===== config.mk =====
export PLATFORM = sky130hd
export DESIGN_NAME = par_to_ser_frame
export DESIGN_NICKNAME = d
export VERILOG_FILES = /design/src/rtl/par_to_ser_frame.sv
export SDC_FILE = /design/constraint.sdc
export NUM_CORES = 1
export LEC_CHECK = 0
export BUFFER_PORTS_ARGS = -buffer_cell sky130_fd_sc_hd__buf_2
export CAP_MARGIN = 20
export CORE_MARGIN = 3
export CORE_UTILIZATION = 51
export CTS_CLUSTER_DIAMETER = 80
export DETAILED_ROUTE_END_ITERATION = 10
export PLACE_DENSITY = 0.83
export SYNTH_ARGS = -nofsm -noshare
export SYNTH_HDL_FRONTEND = slang
export SYNTH_SLANG_ARGS = --single-unit
export TNS_END_PERCENT = 20

===== constraint.sdc =====
create_clock -name clk -period 1.65 [get_ports clk]
set_clock_uncertainty 0.2 [all_clocks]
set_input_delay 0.165 -clock clk [delete_from_list [all_inputs] [get_ports clk]]
set_output_delay 0.165 -clock clk [all_outputs]
set_load 0.01 [all_outputs]

===== src/rtl/par_to_ser_frame.sv =====
// par_to_ser_frame: loads a WIDTH*WORDS-bit parallel frame and shifts it out
// one bit per ena-high cycle, then pulses latch for one cycle.
// Build option: define PAR_TO_SER_QUEUE_EN to add a one-entry holding register
// that accepts a frame written while the current one is still shifting.
module par_to_ser_frame #(
    parameter int WIDTH     = 8,
    parameter int WORDS     = 6,
    parameter int MSB_FIRST = 1
) (
    input  logic                   clk,
    input  logic                   rst,
    input  logic                   ena,
    input  logic                   write,
    input  logic [WIDTH*WORDS-1:0] data_in,
    output logic                   data_out,
    output logic                   shift_tick,
    output logic                   latch,
    output logic                   ready,
    output logic                   busy,
    output logic                   overrun
);
    localparam int N  = WIDTH * WORDS;
    localparam int CW = $clog2(N + 1);
    localparam logic [CW-1:0] LAST_IDX = CW'(N - 1);

    typedef enum logic [1:0] {IDLE, SHIFT, LATCH} state_t;

    state_t        state_reg;
    logic [N-1:0]  shift_reg;
    logic [N-1:0]  shift_next;
    logic [N-1:0]  data_ord;
    logic [CW-1:0] cnt_reg;
    logic          data_out_reg;
    logic          latch_reg;
    logic          overrun_reg;

    // Source of a frame that can start straight out of LATCH, and drop flag
    logic          queued_valid;
    logic [N-1:0]  queued_data;
    logic          write_drop;

    // Reorder the input so the transmit order always runs from bit N-1 down,
    // which lets the shifter be a plain left shift for either bit order
    genvar gi;
    generate
        for (gi = 0; gi < N; gi++) begin : g_order
            if (MSB_FIRST != 0) begin : g_msb
                assign data_ord[gi] = data_in[gi];
            end else begin : g_lsb
                assign data_ord[gi] = data_in[N-1-gi];
            end
        end
    endgenerate

    assign shift_next = shift_reg << 1;
    assign busy       = (state_reg != IDLE);
    assign shift_tick = ena && (state_reg == SHIFT);
    assign data_out   = data_out_reg;
    assign latch      = latch_reg;
    assign overrun    = overrun_reg;

`ifdef PAR_TO_SER_QUEUE_EN
    logic [N-1:0] hold_reg;
    logic         hold_valid_reg;

    // Park a frame written during SHIFT; it is consumed when LATCH restarts SHIFT
    always_ff @(posedge clk) begin
        if (rst) begin
            hold_valid_reg <= 1'b0;
            hold_reg       <= '0;
        end else if (state_reg == LATCH && hold_valid_reg) begin
            hold_valid_reg <= 1'b0;
        end else if (state_reg == SHIFT && write && !hold_valid_reg) begin
            hold_valid_reg <= 1'b1;
            hold_reg       <= data_ord;
        end
    end

    // A write in LATCH with an empty holder goes straight into the shifter
    assign ready        = ~hold_valid_reg;
    assign write_drop   = write & busy & hold_valid_reg;
    assign queued_valid = hold_valid_reg | write;
    assign queued_data  = hold_valid_reg ? hold_reg : data_ord;
`else
    assign ready        = ~busy;
    assign write_drop   = write & busy;
    assign queued_valid = 1'b0;
    assign queued_data  = '0;
`endif

    // Frame sequencer: load, shift on ena, one LATCH cycle, optional chaining
    always_ff @(posedge clk) begin
        if (rst) begin
            state_reg    <= IDLE;
            shift_reg    <= '0;
            cnt_reg      <= '0;
            data_out_reg <= 1'b0;
            latch_reg    <= 1'b0;
            overrun_reg  <= 1'b0;
        end else begin
            latch_reg   <= 1'b0;
            overrun_reg <= write_drop;
            case (state_reg)
                IDLE: begin
                    if (write) begin
                        shift_reg    <= data_ord;
                        cnt_reg      <= '0;
                        data_out_reg <= data_ord[N-1];
                        state_reg    <= SHIFT;
                    end
                end
                SHIFT: begin
                    if (ena) begin
                        cnt_reg <= cnt_reg + CW'(1);
                        if (cnt_reg == LAST_IDX) begin
                            // Last bit leaves on this edge; line goes quiet in LATCH
                            state_reg    <= LATCH;
                            latch_reg    <= 1'b1;
                            data_out_reg <= 1'b0;
                            shift_reg    <= '0;
                        end else begin
                            shift_reg    <= shift_next;
                            data_out_reg <= shift_next[N-1];
                        end
                    end
                end
                LATCH: begin
                    if (queued_valid) begin
                        shift_reg    <= queued_data;
                        cnt_reg      <= '0;
                        data_out_reg <= queued_data[N-1];
                        state_reg    <= SHIFT;
                    end else begin
                        cnt_reg   <= '0;
                        state_reg <= IDLE;
                    end
                end
                default: begin
                    state_reg    <= IDLE;
                    data_out_reg <= 1'b0;
                end
            endcase
        end
    end

endmodule


# Yosys cells after proc, flatten, opt, wreduce, memory -nomap -nowiden
# Cells that the tools add are included.
# Widths: inputs -> output; s select.
# totals
regBits	58
elab_cells	44
out_inout_bits	6
# op_classes
n_eq_ne	6
mux	16
n_addsub	1
n_reduce_logical	10
bitwise_logic	5
# ops
operator	count
$mux 47	3
$pmux 47 s2	1
$pmux 6 s3	1
$mux 6	2
$reduce_and 3->1	4
$add 6x1->6 const B	1
$eq 6x6->1 const B	1
$mux 2	3
$mux 1	4
$ne 2x2->1 const B	2
$not 1->1	4
$pmux 2 s2	1
$reduce_bool 2->1	2
$pmux 1 s3	1
$reduce_bool 3->1	1
$reduce_or 3->1	1
$eq 2x1->1 const B	1
$eq 2x2->1 const B	1
$logic_not 2->1	1
$ne 2x1->1 const B	1
$and 1x1->1	1
$logic_and 1x1->1	1

# Logic depth before layout (Yosys ltp)
# Gate-level depths: netlist (run 1).
# depth
ltp_word	4
depth_mapped	5
mapped_depth_nobuf	4

# Worst setup path before layout (run 1)
# No wires, ideal clock.
# synth_path
path_kind	reg2reg
startpoint	reg state_reg[0]
endpoint	reg shift_reg[19]
arrival_time_ns	1.321
path_stages_with_launch	6
synth_period_minus_slack_ns	1.608
required_time_ns	1.363
slack_ns	0.042
path_buffers	2
path_cell_list	dfxtp_1 mux2i_1 buf_4 clkbuf_1 nor3_1 a221oi_2
# synth_via
elab_chain_cells	3
word_cells_on_any_way	7
classes_between	3 x eq/ne; 1 x mux; 3 x reduce/logical
# synth_rtl
item	line	text
start, declared	28	state_t state_reg;
start signal, assigned	94	state_reg <= IDLE;
start signal, assigned	109	state_reg <= SHIFT;
start signal, assigned	117	state_reg <= LATCH;
$eq 2x1->1 or $logic_not 2->1 (tied branches)	103	case (state_reg)
$ne 2x2->1 (no source line) or $reduce_bool 2->1 (tied branches)	n/a	
$reduce_and 3->1 (no source line)	n/a	
end signal, assigned	106	shift_reg <= data_ord;
end signal, assigned	122	shift_reg <= shift_next;
end signal, assigned	129	shift_reg <= queued_data;
end, declared	29	logic [N-1:0] shift_reg;
# Several ways; a longest one is shown, not always the timed one.
# A chain may end at the register's enable or synchronous reset.

# Worst setup path in the final report (run 1)
# layout_path
startpoint	reg state_reg[0]
endpoint	reg shift_reg[46]
# The elaborated chain is that of the path after synthesis.

==> results of run 1 <==
==> final timing paths <==
| path | start | to | slack [ns] | cells after the start |
|---|---|---|---|---|
| worst min register to register | shift_reg[6] | shift_reg[6] | 0.27 | 2 |
| worst max-delay path | state_reg[0] | shift_reg[46] | -0.06 | 4 |
| worst max register to register | state_reg[0] | shift_reg[46] | -0.06 | 4 |
| worst min-delay path | data_in[0] | shift_reg[0] | 0.002 | 4 |
==> final cells by class <==
class / instances / area, um2 / area share, %
Multi-Input combinational cell: 236 / 1941 / 45.27
Timing Repair Buffer: 83 / 720.7 / 16.81
Sequential cell: 58 / 1166 / 27.20
Inverter: 48 / 180.2 / 4.203
Tap cell: 77 / 96.34 / 2.248
Clock buffer: 14 / 172.7 / 4.028
Clock inverter: 2 / 10.01 / 0.2335
==> worst max-delay path, cell delays in order, from the launching register on <==
cell,delay [ns]
dfxtp_4,0.38
mux2i_4,0.21
or2_4,0.32
buf_12,0.18
a221oi_1,0.31
==> synth_stat cells, drive strengths merged, types with 2 or more instances <==
| master | count | share of area (%) |
|---|---|---|
| dfxtp | 58 | 34 |
| inv | 48 | 5.3 |
| a221oi | 47 | 18 |
| nor2b | 47 | 8.7 |
| nor3 | 47 | 7.0 |
| o211ai | 47 | 10 |
| clkbuf | 31 | 3.5 |
| buf | 15 | 3.3 |
| a21oi | 6 | 0.89 |
| nand3b | 6 | 1.4 |
| mux2i | 5 | 1.5 |
| nand3 | 5 | 0.74 |
| or3b | 5 | 1.3 |
| nand2 | 4 | 0.44 |
| nand2b | 2 | 0.37 |
| nor4 | 2 | 0.37 |
| or2 | 2 | 0.37 |
==> cell families after synthesis <==
group	Yosys count	synth area share, %
mux	5	1.479
flops	58	34.31
buf+inv	94	12.05
simple gates	124	21.48
fa+ha+maj	1	0.3696
compound gates	106	30.31
==> metal layers <==
metal / wire [um] / track usage [%] / vias up
met2: 4557 / 39.04 / 143
li1: - / - / 1521
met4: 282 / 12.83 / 0
met5: 0 / 0 / -
met1: 3862 / 29.73 / 1515
met3: 570 / 3.311 / 26
==> repair_timing <==
item	CTS	global route
pin swaps	1	38
endpoints found under the hold margin	1	0
endpoints found under the setup margin	34	52
cloned	2	3
gates resized for setup	11	21
hold buffers	1	0
==> where the power goes <==
part / total, W / internal (W) / switching (W)
combinational: 0.000795 / 0.000387 / 0.000408
sequential: 0.00158 / 0.00152 / 0.0000690
clock: 0.00121 / 0.000664 / 0.000550
total: 0.00359 / 0.00257 / 0.00103
==> metrics by stage <==
step / hold slack [ns] / util [%] / power, W / instance area (um2)
floorplan: 0.1316 / - / 0.002077 / 3385
global placement: 0.2475 / 59.68 / 0.002239 / 3811
detailed placement: 0.2577 / 59.68 / 0.002271 / 3811
CTS: 0.0008473 / 64.32 / 0.003514 / 4108
global route: 0.02594 / 67.12 / 0.003742 / 4287
finish: 0.002282 / 67.12 / 0.003593 / 4287
==> flow_metrics.py, run 1 <==
metrics = {
    "status": {
        "status": "finished with violations",
        "violations": "setup timing",
    },
    "pwr": {
        "p_leak_nw": 1.569,
        "p_per_area_mw_per_mm2": 838.2,
        "vdd_drop_max_v": 0.0005293,
    },
    "clocking": {
        "cts_buffers": 9,
        "clock_sinks": 58,
        "clk_pin_slew_worst_paths_ns": 0.07,
        "cts_setup_buffers": 0,
        "clock_latency_ns": 0.34,
        "clockRootBuffer": "clkbuf_8",
        "cts_tree": "done",
        "htreeDepth": 3,
        "clockBufferDepth": 2,
    },
    "global_routing": {
        "overflow": 0,
        "grt_pass1_vias": 3007,
        "antenna_found_initial": 0,
        "grt_pass1_wl_um": 14280,
        "gr-usage-all-layers_pct": 23.71,
        "grt_max_degree": 51,
    },
    "floorplanning": {
        "coreArea_mm2": 0.006386,
        "die_w_um": 87.47,
        "fp-row-count": 29,
        "dieArea_mm2": 0.007650,
        "die_h_um": 87.47,
        "start_util_pct": 53.00,
        "io-pin-count": 58,
    },
    "final_layout": {
        "drive_gt1_share_pct": 34.69,
        "n_fill_cell": 479,
        "syn_to_final_growth_pct": 26.65,
        "finalNonFillerCells": 518,
        "layout_common_cells": "57 x buf_2, 56 x dfxtp_1",
        "antennaDiodeCount": 0,
        "nNetsFinal": 489,
        "final_common_cell": "buf_2",
        "largest_reg_flops": 47,
    },
    "logic_synthesis": {
        "avgSynthCellArea_um2": 8.723,
        "synth_edf_count": 0,
        "netlist_area_mm2": 0.003384,
        "synth_flop_cell": "dfxtp_1",
        "ys_warn_count": 0,
        "synth-seq-cells": 58,
        "netlist_instances": 388,
        "seq_area_frac_synth_pct": 34.31,
        "ys_types": 34,
        "synth_async_sr_flop_share_pct": 0,
        "synth_nets": 441,
    },
    "timing": {
        "final.setup.worst_slack_ns": -0.05922,
        "finalSetupTns_ns": -0.2340,
        "rsz0062_at_grt": "true",
        "period_needed_ns": 1.709,
        "worst_pin_slew_ns": 0.3419,
        "drv_slew": 0,
        "fin_crit_sh_pct": 103.6,
        "max_freq_mhz": 585.1,
        "setup_violations": 9,
        "hold_viol_final": 0,
        "max-slew-margin-rel_pct": 77.03,
    },
    "place": {
        "portBuffers": 57,
        "gp_congestion": 0.7563,
        "dp_hpwl_um": 5306,
        "place_ws_ns": -0.04527,
        "numPlacedInstances": 496,
    },
    "job": {
        "drv_cap": 0,
    },
    "worst_hold_path": {
        "hp-class": "in -> reg",
    },
    "routing": {
        "drt_iter0_drc": 221,
        "viasPerCell": 6.187,
        "totalWireLength_um": 9272,
        "drtAntennaViolNets": 0,
        "dr.pass1.iters": 6,
        "vias": 3205,
        "wire_per_inst_um": 17.90,
        "drc_errors": 0,
    },
    "critical_path": {
        "endpoint_kind": "register",
        "startpoint_type": "register",
        "arrival_ns": 1.75,
        "path_class": "reg -> reg",
        "crit_fanout": 14,
        "required_ns": 1.69,
    },
}
Power figures use the tool's default switching activity.
==> inputs of run 2 (changes only) <==
- PLACE_DENSITY: 0.83 -> 0.76
==> flow_metrics.py, run 2 (synthesis results as in run 1) <==
metrics = {
    "status": {
        "status": "finished clean",
    },
    "clocking": {
        "cts_setup_buffers": 0,
        "clockBufferDepth": 2,
        "clock_latency_ns": 0.34,
        "cts_tree": "done",
        "clockRootBuffer": "clkbuf_8",
        "clock_sinks": 58,
        "cts_buffers": 9,
        "clk_pin_slew_worst_paths_ns": 0.07,
        "htreeDepth": 3,
    },
    "worst_hold_path": {
        "hp-class": "in -> reg",
        "whs_endpoint": "shift_reg[0]",
        "hold_depth": 4,
        "min_from": "write",
    },
    "final_layout": {
        "multi_input_area_mm2": 0.001903,
        "syn_to_final_growth_pct": 24.10,
        "n_fill_cell": 542,
        "final_common_cell": "buf_2",
        "largest_reg_flops": 47,
        "nNetsFinal": 495,
        "layout_common_cells": "57 x buf_2, 56 x dfxtp_1, 48 x inv_1",
        "regArea_mm2": 0.001166,
        "drive_gt1_share_pct": 34.23,
        "final_area_mm2": 0.004200,
        "antennaDiodeCount": 0,
    },
    "routing": {
        "drc_errors": 0,
        "dr.pass1.iters": 4,
        "viasPerCell": 5.939,
        "wire_per_inst_um": 16.08,
        "totalWireLength_um": 8427,
        "drt_iter0_drc": 158,
        "vias": 3112,
        "drtAntennaViolNets": 0,
    },
    "timing": {
        "worst_pin_slew_ns": 0.3920,
        "max-slew-margin-rel_pct": 73.87,
        "period_needed_ns": 1.606,
        "setup_violations": 0,
        "max_freq_mhz": 622.8,
        "hold_viol_final": 0,
        "hold_ws_ns": 0.05897,
        "drv_slew": 0,
        "fin_crit_sh_pct": 97.32,
        "finalSetupTns_ns": 0,
        "rsz0062_at_grt": "true",
    },
    "critical_path": {
        "startpoint_type": "register",
        "arrival_ns": 1.66,
        "endpoint_kind": "register",
        "crit_slowest_cell": "dfxtp_4",
        "required_ns": 1.71,
        "slowest_delay_ns": 0.38,
        "path_class": "reg -> reg",
        "crit_buf_inv": 2,
        "cp_cell_sequence": "buf_4 -> and2b_4 -> clkbuf_16 -> o211ai_1 -> a221oi_2",
        "cpLargestDelayFamily": "flip-flops",
        "r2r_setup_slack_ns": 0.04,
        "reg2reg_to": "shift_reg[32]",
        "r2r_start": "state_reg[0]",
        "crit_fanout": 18,
        "reg2regPathDepth": 5,
    },
    "floorplanning": {
        "fp-row-count": 29,
        "die_w_um": 87.47,
        "dieArea_mm2": 0.007650,
        "start_util_pct": 53.00,
        "coreArea_mm2": 0.006386,
        "io-pin-count": 58,
        "die_h_um": 87.47,
    },
    "job": {
        "drv_cap": 0,
    },
    "global_routing": {
        "overflow": 0,
        "grt_pass1_wl_um": 13460,
        "gr-usage-all-layers_pct": 22.22,
        "grt_pass1_vias": 2885,
        "antenna_found_initial": 0,
        "grt_max_degree": 51,
    },
    "place": {
        "portBuffers": 57,
        "place_area_mm2": 0.003799,
        "dp_hpwl_um": 5083,
        "gp_congestion": 0.7753,
    },
    "pwr": {
        "p_leak_nw": 1.546,
        "p_per_area_mw_per_mm2": 843.0,
        "vdd_drop_max_v": 0.0004698,
    },
}
run 2: cell count changes in the layout (fill, tap and decap cells not counted), moves of 2 or more:
| cell | before | now |
|---|---|---|
| buf_4 | 7 | 14 |
| buf_12 | 10 | 4 |
| buf_6 | 2 | 7 |
| a221oi_1 | 7 | 10 |
| dlygate4sd3_1 | 1 | 4 |
| a221oi_2 | 39 | 37 |
| clkbuf_1 | 2 | 0 |
| clkinvlp_4 | 0 | 2 |
run 2: timing repair:
| item | in CTS | in global routing |
|---|---|---|
| endpoints found under the hold margin | 5 | 0 |
| setup endpoints to repair | 1 | 50 |
| hold buffers | 4 | 0 |
| gates resized for setup | 1 | 20 |
| cloned | 0 | 3 |
run 2: final cells by class:
class | instances | share of cell area, %
Sequential cell | 58 | 27.76
Clock inverter | 4 | 0.5958
Clock buffer | 12 | 3.932
Tap cell | 77 | 2.294
Multi-Input combinational cell | 236 | 45.31
Timing Repair Buffer | 89 | 15.82
Inverter | 48 | 4.290
run 2: power by group:
| part | switching (W) | internal, W |
|---|---|---|
| Combinational | 0.000378 | 0.000348 |
| Sequential | 0.0000625 | 0.00151 |
| Clock | 0.000575 | 0.000662 |
| Total | 0.00102 | 0.00252 |
run 2: per-layer routing:
layer  track usage, %  vias to the layer above  wire, um
met4            9.902                        0       170
li1                 -                     1524         -
met3            4.352                       19       548
met2            33.84                       99      3999
met1            30.31                     1470      3707
met5                0                        -         0
run 2: worst max path at each step:
stage            startpoint  slack [ns]  cells after the start             to
2_1_floorplan  state_reg[0]        0.04                      5  shift_reg[19]
3_3_place_gp   state_reg[0]        0.04                      4   shift_reg[6]
3_5_place_dp   state_reg[0]        0.01                      4   shift_reg[7]
4_1_cts        state_reg[1]      0.0008                      4           busy
5_1_grt          cnt_reg[0]       -0.03                      5   shift_reg[3]
6_report       state_reg[0]        0.04                      5  shift_reg[32]
run 2: worst min-delay path, delay by kind of cell:
kind | cells | cell delay [ns]
compound gates | 2 | 0.16
buf+inv | 1 | 0.14
simple gates | 1 | 0.09
run 2: per-stage QoR:
step / total power (W) / std cells / worst slack (ns) / utilization [%]
final: 0.003541 / 524 / 0.04429 / 65.77
after floorplan: 0.002077 / 388 / 0.04184 / -
after CTS: 0.003488 / 521 / 0.0007599 / 63.22
after detailed placement: 0.002253 / 501 / 0.009912 / 59.48
after global routing: 0.003719 / 524 / -0.02677 / 65.77
after global placement: 0.002228 / 501 / 0.04016 / 59.48
==> inputs of run 3 (changes only) <==
- ABC_AREA: not set -> 1
- CORE_UTILIZATION: 51 -> 48
- PLACE_DENSITY: 0.76 -> 0.75
==> flow_metrics.py, run 3 <==
metrics = {
    "status": {
        "status": "finished with violations",
        "violations": "setup timing",
    },
    "logic_synthesis": {
        "seq_area_frac_synth_pct": 43.94,
        "synth-seq-cells": 58,
        "synthTopCellsByArea": "dfxtp_1 44%, nand2_1 16%, a21oi_1 11%",
        "synth_top_cell_by_area": "dfxtp_1",
        "netlist_area_mm2": 0.002643,
        "avgSynthCellArea_um2": 6.846,
        "synth_edf_count": 0,
        "yosys-top-cells-count": "114 x nand2_1, 58 x dfxtp_1, 56 x a21oi_1",
        "netlist_instances": 386,
        "synth_flop_cell": "dfxtp_1",
        "synth_async_sr_flop_share_pct": 0,
        "ys_types": 19,
        "synth_top_area_share_pct": 43.94,
        "synth_nets": 439,
        "synth_most_common_cell": "nand2_1",
        "ys_warn_count": 0,
    },
    "critical_path": {
        "r2r_setup_slack_ns": -0.03,
        "startpoint_type": "input pin",
        "crit_slowest_cell": "dlygate4sd3_1",
        "reg2reg_to": "shift_reg[46]",
        "required_ns": 1.67,
        "cpLargestDelayFamily": "buffers and inverters",
        "arrival_ns": 1.70,
        "path_depth": 9,
        "cp_cell_sequence": "dlygate4sd3_1 -> buf_2 -> inv_1 -> nand2_2 -> nand3_4 -> clkinv_4 -> clkbuf_16 -> o21ai_0 -> nor2_1",
        "crit_fanout": 10,
        "path_class": "in -> reg",
        "crit_buf_inv": 5,
        "endpoint_kind": "register",
        "reg2regPathDepth": 9,
        "slowest_delay_ns": 0.55,
        "r2r_start": "cnt_reg[1]",
    },
    "timing": {
        "drv_slew": 0,
        "hold_viol_final": 0,
        "max_freq_mhz": 595.2,
        "worst_pin_slew_ns": 0.4348,
        "rsz0062_at_grt": "true",
        "setup_violations": 14,
        "fin_crit_sh_pct": 101.8,
        "hold_ws_ns": 0.2619,
        "period_needed_ns": 1.680,
        "final.setup.worst_slack_ns": -0.03013,
        "max-slew-margin-rel_pct": 71.01,
    },
    "final_layout": {
        "final_common_cell": "nand2_1",
        "largest_reg_flops": 47,
        "drive_gt1_share_pct": 30.20,
        "finalNonFillerCells": 580,
        "syn_to_final_growth_pct": 54.40,
        "antennaDiodeCount": 0,
        "layout_common_cells": "110 x nand2_1, 57 x buf_2, 54 x dfxtp_1",
        "nNetsFinal": 559,
    },
    "global_routing": {
        "overflow": 0,
        "grt_pass1_wl_um": 10670,
        "antenna_found_initial": 0,
        "grt_pass1_vias": 2512,
        "gr-usage-all-layers_pct": 20.84,
        "grt_max_degree": 48,
    },
    "routing": {
        "drc_errors": 0,
        "highest_layer": "met4",
        "vias": 3029,
        "drt_iter0_drc": 199,
        "dr.pass1.iters": 5,
        "route.met3.wl_um": 423,
        "drtAntennaViolNets": 0,
        "dr_wl_met2_um": 3919,
        "viasPerCell": 5.222,
        "wire_per_inst_um": 13.57,
        "totalWireLength_um": 7873,
        "m1WireLength_um": 3370,
    },
    "place": {
        "gp_congestion": 0.8510,
        "portBuffers": 57,
        "numPlacedInstances": 504,
        "dp_hpwl_um": 3847,
        "place_ws_ns": -0.09029,
    },
    "floorplanning": {
        "dieArea_mm2": 0.006431,
        "io-pin-count": 58,
        "fp-row-count": 26,
        "start_util_pct": 50.77,
        "die_h_um": 80.20,
        "coreArea_mm2": 0.005205,
        "die_w_um": 80.20,
    },
    "pwr": {
        "switching_share_pct": 30.27,
        "internal_power_w": 0.002577,
        "comb_power_share_pct": 24.6,
        "power_frac_seq_pct": 44.3,
        "vdd_drop_max_v": 0.0006668,
        "p_per_area_mw_per_mm2": 905.7,
        "p_sw_w": 0.001119,
        "clockPowerShare_pct": 31.2,
        "p_leak_nw": 1.849,
    },
    "clocking": {
        "cts_tree": "done",
        "clockRootBuffer": "clkbuf_8",
        "htreeDepth": 3,
        "clockBufferDepth": 2,
        "clk_pin_slew_worst_paths_ns": 0.07,
        "cts_buffers": 9,
        "clock_latency_ns": 0.33,
        "clock_sinks": 58,
    },
    "worst_hold_path": {
        "hp-class": "reg -> reg",
        "hold_depth": 2,
        "min_from": "shift_reg[46]",
        "whs_endpoint": "data_out",
    },
    "job": {
        "drv_cap": 0,
    },
}
[run 3: cell count changes after synthesis, sizes merged, moves of 47 or more]
cell    delta
a21oi     +50
nor2b     -47
nor2      +55
o21ai     +49
a221oi    -47
o211ai    -47
nand2    +111
[run 3: per-layer routing]
metal | vias to the layer above | track usage [%]
met4 | 0 | 9.797
li1 | 1502 | -
met2 | 116 | 35.26
met5 | - | 0
met1 | 1395 | 25.62
met3 | 16 | 3.475
[run 3: layout make-up]
type	instances	area, um2
inverters	14	65.06
flip-flops and latches	58	1169
clock buffers	12	155.1
repair inverters	1	6.256
clock inverters	3	15.01
multi-input cells	289	1486
repair buffers	133	1096
fillers	355	1125
well taps	70	87.58
[run 3: power groups by stage]
stage,clock [W],sequential (W),combinational [W]
2_1_floorplan,0,0.00162,0.000463
3_3_place_gp,0,0.00163,0.000593
3_5_place_dp,0,0.00163,0.000608
4_1_cts,0.00115,0.00161,0.000724
5_1_grt,0.00122,0.00165,0.000999
6_report,0.00115,0.00164,0.000908
[run 3: metrics by stage]
step | util, % | TNS [ns] | total power (W) | instance area, um2
2_1_floorplan | - | 0 | 0.002081 | 2683
6_report | 78.39 | -0.1665 | 0.003696 | 4080
4_1_cts | 71.97 | -0.0005620 | 0.003485 | 3746
3_5_place_dp | 58.03 | -2.895 | 0.002240 | 3020
3_3_place_gp | 58.03 | -0.06341 | 0.002222 | 3020
5_1_grt | 78.39 | -2.544 | 0.003865 | 4080
[run 3: tightest hold or removal path, stage by stage (launching register included)]
cell     delay [ns]
dfxtp_1        0.31
nand2_1        0.06
a21oi_1        0.05
[run 3: kinds of logic after synthesis]
logic type / Yosys count / share of synthesized area [%]
AO/OA/AOI/OAI: 106 / 20.08
buffers and inverters: 39 / 8.333
AND/OR/NAND/NOR: 182 / 27.18
flip-flops: 58 / 43.94
adder cells (fa/ha/maj): 1 / 0.4734
[run 3: worst max path at each step]
stage	start	endpoint	slack, ns
after global routing	write	shift_reg[9]	-0.1
final	write	shift_reg[38]	-0.03
after detailed placement	cnt_reg[1]	shift_reg[21]	-0.09
after CTS	cnt_reg[1]	shift_reg[22]	-0.0006
after global placement	cnt_reg[1]	shift_reg[31]	-0.01
after floorplan	cnt_reg[0]	shift_reg[20]	0.004
[run 3: timing repair]
action,CTS,global route
pin swaps,3,4
hold buffers,51,0
setup endpoints to repair,48,54
gates resized for setup,8,74
endpoints found under the hold margin,53,0
cloned,0,7
setup buffers,3,0
